==> config.mk <==
export PLATFORM = sky130hd
export DESIGN_NAME = dma_read_master
export DESIGN_NICKNAME = d
export VERILOG_FILES = /design/src/rtl/dma_read_master.sv
export SDC_FILE = /design/constraint.sdc
export NUM_CORES = 1
export LEC_CHECK = 0
export ABC_AREA = 1
export CAP_MARGIN = 40
export CORE_ASPECT_RATIO = 0.6
export CORE_MARGIN = 2
export CORE_UTILIZATION = 53
export DETAILED_ROUTE_END_ITERATION = 6
export PLACE_DENSITY_LB_ADDON = 0.12
export SETUP_SLACK_MARGIN = 0.05
export SYNTH_ARGS = -nofsm -noshare
export SYNTH_HDL_FRONTEND = slang
export SYNTH_SLANG_ARGS = --single-unit
==> constraint.sdc <==
create_clock -name iClk -period 3.5 [get_ports iClk]
set_input_delay 1.05 -clock iClk [delete_from_list [all_inputs] [get_ports iClk]]
set_output_delay 1.05 -clock iClk [all_outputs]
set_load 0.05 [all_outputs]
==> src/rtl/dma_read_master.sv <==
// DMA read master: issues pipelined Avalon-MM word reads and pushes the returned data into the FIFO.
// Optional build macro RM_ALIGN_CHECK_EN adds oError and rejects unaligned starts.
module dma_read_master #(
  parameter int DATA_W      = 32,
  parameter int MAX_PENDING = 8
) (
  input  logic              iClk,
  input  logic              iReset_n,
  input  logic              iStart,
  input  logic [31:0]       iStartaddress,
  input  logic [31:0]       iLength,
  output logic [31:0]       oAddress,
  output logic              oRead,
  input  logic              iWaitrequest,
  input  logic [DATA_W-1:0] iReaddata,
  input  logic              iReaddatavalid,
  output logic              oFifo_wrreq,
  output logic [DATA_W-1:0] oFifo_data,
  input  logic              iFifo_almostfull,
  output logic              oBusy,
  output logic              oDone,
`ifdef RM_ALIGN_CHECK_EN
  output logic              oError,
`endif
  output logic [1:0]        oDbg_state
);

  localparam int          BYTES     = DATA_W / 8;
  localparam int          SHIFT     = $clog2(BYTES);
  localparam logic [31:0] ADDR_STEP = 32'(BYTES);
  localparam logic [3:0]  PEND_MAX  = 4'(MAX_PENDING);

  typedef enum logic [1:0] {S_IDLE, S_ISSUE, S_DRAIN, S_DONE} state_t;

  state_t            r_state;
  state_t            w_state_nxt;
  logic              r_start_q;
  logic              r_hold;
  logic              r_wrreq;
  logic [31:0]       r_addr;
  logic [31:0]       r_words_left;
  logic [31:0]       r_words_rcv;
  logic [3:0]        r_pending;
  logic [DATA_W-1:0] r_data;

  logic              w_start;
  logic              w_accept;
  logic              w_ret;
  logic              w_bad;
  logic [31:0]       w_base;
  logic [31:0]       w_count;

`ifdef RM_ALIGN_CHECK_EN
  assign w_bad  = (|iStartaddress[1:0]) | (|iLength[1:0]);
  assign w_base = iStartaddress;
`else
  assign w_bad  = 1'b0;
  assign w_base = iStartaddress & ~(ADDR_STEP - 32'd1);
`endif

  assign w_count = w_bad ? 32'd0 : (iLength >> SHIFT);
  assign w_start = iStart & ~r_start_q & (r_state == S_IDLE);

  // Handshake: a read transfers on a cycle where oRead=1 and iWaitrequest=0; while stalled,
  // oRead and oAddress are held (r_hold) regardless of the FIFO almost-full flag.
  assign w_accept = oRead & ~iWaitrequest;

  // Returned words are only counted while a transfer is live; late data after reset is dropped.
  assign w_ret = iReaddatavalid & ((r_state == S_ISSUE) | (r_state == S_DRAIN)) &
                 (r_words_rcv != 32'd0);

  always_comb begin
    w_state_nxt = r_state;
    oRead       = 1'b0;
    case (r_state)
      S_IDLE: begin
        if (w_start) w_state_nxt = (w_count == 32'd0) ? S_DONE : S_ISSUE;
      end
      S_ISSUE: begin
        oRead = r_hold | ((r_pending < PEND_MAX) & ~iFifo_almostfull);
        if (oRead & ~iWaitrequest & (r_words_left == 32'd1)) w_state_nxt = S_DRAIN;
      end
      S_DRAIN: begin
        if (r_words_rcv == 32'd0) w_state_nxt = S_DONE;
      end
      S_DONE:  w_state_nxt = S_IDLE;
      default: w_state_nxt = S_IDLE;
    endcase
  end

  always_ff @(posedge iClk or negedge iReset_n) begin
    if (!iReset_n) begin
      r_state      <= S_IDLE;
      r_start_q    <= 1'b0;
      r_hold       <= 1'b0;
      r_wrreq      <= 1'b0;
      r_addr       <= 32'd0;
      r_words_left <= 32'd0;
      r_words_rcv  <= 32'd0;
      r_pending    <= 4'd0;
      r_data       <= '0;
    end else begin
      r_state   <= w_state_nxt;
      r_start_q <= iStart;
      r_hold    <= oRead & iWaitrequest;
      r_wrreq   <= w_ret;
      if (w_ret) r_data <= iReaddata;
      case ({w_accept, w_ret})
        2'b10:   r_pending <= r_pending + 4'd1;
        2'b01:   r_pending <= r_pending - 4'd1;
        default: r_pending <= r_pending;
      endcase
      if (w_start) begin
        r_addr       <= w_base;
        r_words_left <= w_count;
        r_words_rcv  <= w_count;
      end else begin
        if (w_accept) begin
          r_addr       <= r_addr + ADDR_STEP;
          r_words_left <= r_words_left - 32'd1;
        end
        if (w_ret) r_words_rcv <= r_words_rcv - 32'd1;
      end
    end
  end

`ifdef RM_ALIGN_CHECK_EN
  logic r_error;

  always_ff @(posedge iClk or negedge iReset_n) begin
    if (!iReset_n)    r_error <= 1'b0;
    else if (w_start) r_error <= w_bad;
  end

  assign oError = r_error & (r_state == S_DONE);
`endif

  assign oAddress    = r_addr;
  assign oFifo_wrreq = r_wrreq;
  assign oFifo_data  = r_data;
  assign oBusy       = (r_state != S_IDLE);
  assign oDone       = (r_state == S_DONE);
  assign oDbg_state  = r_state;

endmodule

==> results of run 1 <==
-- worst max-delay path: stages (launching register included) --
cell             delay, ps
dfrtp_1                440
inv_1                   90
ha_1                   230
inv_2                  200
clkdlybuf4s50_1        870
-- logic make-up after synthesis --
logic type / synth area share, %
adder cells (fa/ha/maj): 1.62
flip-flops: 39.7
XOR/XNOR: 4.22
buffers and inverters: 7.20
AO/OA/AOI/OAI: 5.79
other: 0.0440
AND/OR/NAND/NOR: 41.3
multiplexers: 0.132
-- cell usage after synthesis (all sizes together), types with 11 or more instances --
| cell type | instances | area [sq um] |
|---|---|---|
| a21oi | 12 | 60.1 |
| buf | 25 | 161 |
| dfrtp | 135 | 3380 |
| ha | 11 | 138 |
| inv | 111 | 417 |
| nand2 | 499 | 1890 |
| nand3 | 114 | 571 |
| nand4 | 16 | 100 |
| nor2 | 199 | 786 |
| nor3 | 16 | 91.3 |
| o211ai | 14 | 105 |
| o21ai | 40 | 211 |
| xnor2 | 17 | 149 |
| xor2 | 24 | 210 |
-- stage by stage --
stage                     total power, mW  cell area (sq um)  setup slack, ps
after floorplan                      6.76               8520              827
after global placement               8.43              10400              331
after detailed placement             8.55              10400              342
after CTS                            10.5              11000              234
after global routing                 11.2              11000              133
final                                10.6              11000              186
-- flip-flops by register name, summed over array words and instances, names as in the netlist --
name,cells
r_hold,1
oAddress,30
oDbg_state,2
r_words_left,32
oFifo_wrreq,1
r_start_q,1
r_words_rcv,32
oFifo_data,32
r_pending,4
-- worst max path at each step --
stage / endpoint / slack, ps / cells past startpoint
6_report: oBusy / 190 / 4
3_5_place_dp: oRead / 340 / 5
3_3_place_gp: oRead / 330 / 5
5_1_grt: oBusy / 130 / 4
2_1_floorplan: oRead / 830 / 3
4_1_cts: oBusy / 230 / 4
-- per-layer routing --
layer	track usage, %	up-vias	part of all wire, %
met4	6.02	0	0.86
met5	0	-	0
li1	-	4336	-
met1	53.9	4194	49
met2	44.0	519	37
met3	10.6	31	13
-- final cells by class --
class | count | area [sq um]
antenna | 1 | 2.50
clock inverter | 15 | 178
fill | 1326 | 4570
multi-input combinational | 992 | 4530
tap | 203 | 254
timing repair buffer | 179 | 1790
clock buffer | 17 | 425
sequential | 135 | 3380
inverter | 111 | 417
-- report_power, final --
group          switching, mW  leakage (nW)  internal, mW
logic                   3.80          3.17          1.85
registers              0.763          1.69          2.27
clock network          0.795         0.293          1.08
total                   5.36          5.16          5.20
==> impl_metrics.ini, run 1 <==
[cells_and_area]
finalNonFillerCells = 1653
fin_nets = 1549
syn2layout_area_growth_pct = 28.9
mostFrequentLayoutCells = nand2_1 (495), nor2_1 (192), clkdlybuf4s50_1 (163)
drive_gt1_share_pct = 4.62
layout_commonest_cell = nand2_1
post-route-util_pct = 70.6

[clock_network]
path_clk_slew_ps = 60
clkLatencyLatePin_ps = 430
root_buffer = clkbuf_16
clock-sinks = 135
postCtsHoldBufs = 0
ctsResizeCount = 0
cts_max_path_buffers = 2
cts_made_buffers = 17
ctsHtreeMaxLevel = 4
cts_tree = done
postCtsSetupBuffers = 0

[timing]
clock_skew_ps = 14.9
setup_tns_ps = 0
finalMaxSlewViolations = 0
min_period_over_period_pct = 94.7
fin_crit_ps = 3310
rsz0062_at_grt = no
finalHoldViolCount = 0
holdWs_ps = 479
fmax_mhz = 302
max_slew_margin_pct = 55.0
tightest_slew_ps = 674
finalSetupViolations = 0

[placement]
dp_hpwl_um = 21600
port_buffers = 165
dpl.cell_count = 1620
gp_congestion = 1.02

[min_path]
min-delay-start = oFifo_data[25]
hold_depth = 2
min_to = oFifo_data[25]
holdCritPathClass = reg -> reg

[outcome]
status = completed

[route]
vias_per_cell = 5.49
wl_um = 28400
drtPass1Iterations = 6
drc_errors = 0
route.vias.total = 9080
dr.first_iter.drc_count = 1043
postRouteAntennaNets = 0
wl_per_cell_um = 17.2

[yosys]
yosysSeqAreaShare_pct = 39.7
ys_async_sr_fraction_pct = 100
synth_area_per_cell_sq_um = 6.70
synthFlopType = dfrtp_1
synth.distinct_cells = 37
yosys_warnings = 0
ys_seq_elements = 135
syn_area_sq_um = 8520
syn_inst = 1271
synth_edf_count = 0

[global_route]
grt_pass1_vias = 8017
grt_pass1_wl_um = 44000
grt_antenna_before_repair = 1
grt_usage_pct = 33.7
grt_max_degree = 62
grt_overflow_total = 0

[worst_setup_path]
endpoint_kind = output port
cp.arrival_ps = 2260
reg2reg_to = r_pending[3]
crit_type = reg -> out
critical_path_peak_fanout = 5
worstPathRequired_ps = 2450
crit_start = oDbg_state[0]
r2r_start = r_words_rcv[0]
reg2regPathDepth = 12
r2r_slack_ps = 820
start_kind = register

[floorplanning]
rows = 35
die_y_um = 102
initial_core_util_pct = 54.8
dieArea_sq_um = 17100
core-area_sq_um = 15500
ios = 172
die_w_um = 168

[run]
cap_violations = 0

[power]
power.density_nw_per_um2 = 961
peakVddDrop_mv = 0.530
leakagePower_nw = 5.16
Power figures use the tool's default switching activity.
==> inputs of run 2 (changes only) <==
--- a/config.mk
+++ b/config.mk
@@ -8,8 +8,9 @@
 export ABC_AREA = 1
 export CAP_MARGIN = 40
 export CORE_ASPECT_RATIO = 0.6
-export CORE_MARGIN = 2
+export CORE_MARGIN = 5
 export CORE_UTILIZATION = 53
+export CTS_CLUSTER_SIZE = 10
 export DETAILED_ROUTE_END_ITERATION = 6
 export PLACE_DENSITY_LB_ADDON = 0.12
 export SETUP_SLACK_MARGIN = 0.05
==> run 2 against run 1 <==
Against the previous run: register-to-register slack about the same; worst hold slack about the same; global-route usage down 2.8 points; die area grew 9.7%; clock skew is 2.9 ps lower; via count fell by 0.30%; critical path type unchanged; flip-flop and latch count stayed put; combinational power hardly changed; maximum frequency is 1.2% higher; critical path depth did not move; cell count hardly changed; sequential share of layout area is essentially flat.
==> impl_metrics.ini, run 2 (synthesis gave the netlist of run 1 again) <==
[clock_network]
cts_max_path_buffers = 2
clock-sinks = 135
cts_tree = done
ctsHtreeMaxLevel = 4
path_clk_slew_ps = 70
postCtsSetupBuffers = 0
cts_made_buffers = 17
postCtsHoldBufs = 0
clkLatencyLatePin_ps = 430
ctsResizeCount = 0
root_buffer = clkbuf_16

[cells_and_area]
insertedDiodeCount = 0
fillers = 1325
layout_commonest_cell = nand2_1
syn2layout_area_growth_pct = 28.7
mostFrequentLayoutCells = nand2_1 (495), nor2_1 (192), clkdlybuf4s50_1 (163)
fin_nets = 1551
post-route-util_pct = 70.5
multi_input_area_sq_um = 4530
regArea_sq_um = 3380
fin_area_sq_um = 11000
drive_gt1_share_pct = 4.76

[run]
cap_violations = 0

[timing]
finalMaxSlewViolations = 0
finalSetupViolations = 0
rsz0062_at_grt = no
finalHoldViolCount = 0
clock_skew_ps = 12.1
max_slew_margin_pct = 54.4
min_period_over_period_pct = 93.5
tightest_slew_ps = 681
fmax_mhz = 306
setup_tns_ps = 0
fin_crit_ps = 3270
fin_ws_ps = 227

[power]
total_power_mw = 10.5
power.density_nw_per_um2 = 959
peakVddDrop_mv = 0.546
leakagePower_nw = 5.15

[global_route]
grt_pass1_wl_um = 45700
use_met1_pct = 49.0
grt_max_degree = 55
grt_antenna_before_repair = 0
met2_usage_pct = 40.7
globalRouteMet3Util_pct = 9.43
grt_pass1_vias = 8358
grt_overflow_total = 0
grt_usage_pct = 30.9
busiest_layer = met1

[floorplanning]
dieArea_sq_um = 18800
rows = 35
die_w_um = 174
ios = 172
initial_core_util_pct = 54.8
core-area_sq_um = 15500
die_y_um = 108

[placement]
port_buffers = 165
place_ws_ps = 169
placed_area_sq_um = 10400
dp_hpwl_um = 21800
gp_congestion = 1.03

[worst_setup_path]
reg2regPathDepth = 10
crit_start = oDbg_state[0]
endpoint_kind = output port
start_kind = register
crit_type = reg -> out
r2r_start = r_words_rcv[0]
critical_path_peak_fanout = 5
worstPathRequired_ps = 2450
cp.arrival_ps = 2220

[route]
dr.first_iter.drc_count = 1194
route.vias.total = 9053
drtPass1Iterations = 7
vias_per_cell = 5.47
postRouteAntennaNets = 0
drc_errors = 0
wl_per_cell_um = 17.4
wl_um = 28700

[outcome]
status = completed

[min_path]
min-delay-start = oFifo_data[3]
holdCritPathClass = reg -> reg
hold_depth = 2
[run 2: cell types whose count changed in the layout (fill, tap and decap cells not counted), sizes merged]
cell	delta
clkinv	+2
inv	-2
bufinv	-1
buf	+2
clkinvlp	+1
diode	-1
[run 2: layer usage]
layer	vias up	part of all wire (%)
li1	4342	-
met1	4160	48
met3	28	13
met2	521	38
met5	-	0.22
met4	2	1.0
[run 2: where the power goes]
part | switching, mW | internal (mW) | leakage [nW]
combinational | 3.81 | 1.86 | 3.18
sequential | 0.769 | 2.27 | 1.69
clock | 0.807 | 1.01 | 0.281
[run 2: worst max-delay path, stage by stage, from the launching register on]
cell,delay [ps]
dfrtp_1,430
inv_1,90
ha_1,230
inv_2,180
clkdlybuf4s50_1,860
[run 2: stage by stage]
| stage | hold slack, ps | std cells |
|---|---|---|
| detailed placement | 465 | 1622 |
| finish | 479 | 1654 |
| global route | 489 | 1654 |
| floorplan | 445 | 1272 |
| CTS | 480 | 1654 |
| global placement | 461 | 1622 |
[run 2: layout make-up]
type	count	share of cell area, %
multi-input combinational	992	41.3
sequential	135	30.8
tap	203	2.32
inverter	111	3.80
clock buffer	17	3.88
timing repair buffer	181	16.4
clock inverter	15	1.48
[run 2: worst paths after layout]
kind / to / slack, ps
max: oBusy / 230
min: oFifo_data[3] / 480
max reg2reg: r_words_rcv[6] / 830
min reg2reg: oFifo_data[3] / 480
max in group asynchronous: r_words_left[1] / 2100
min in group asynchronous: oAddress[28] / 570
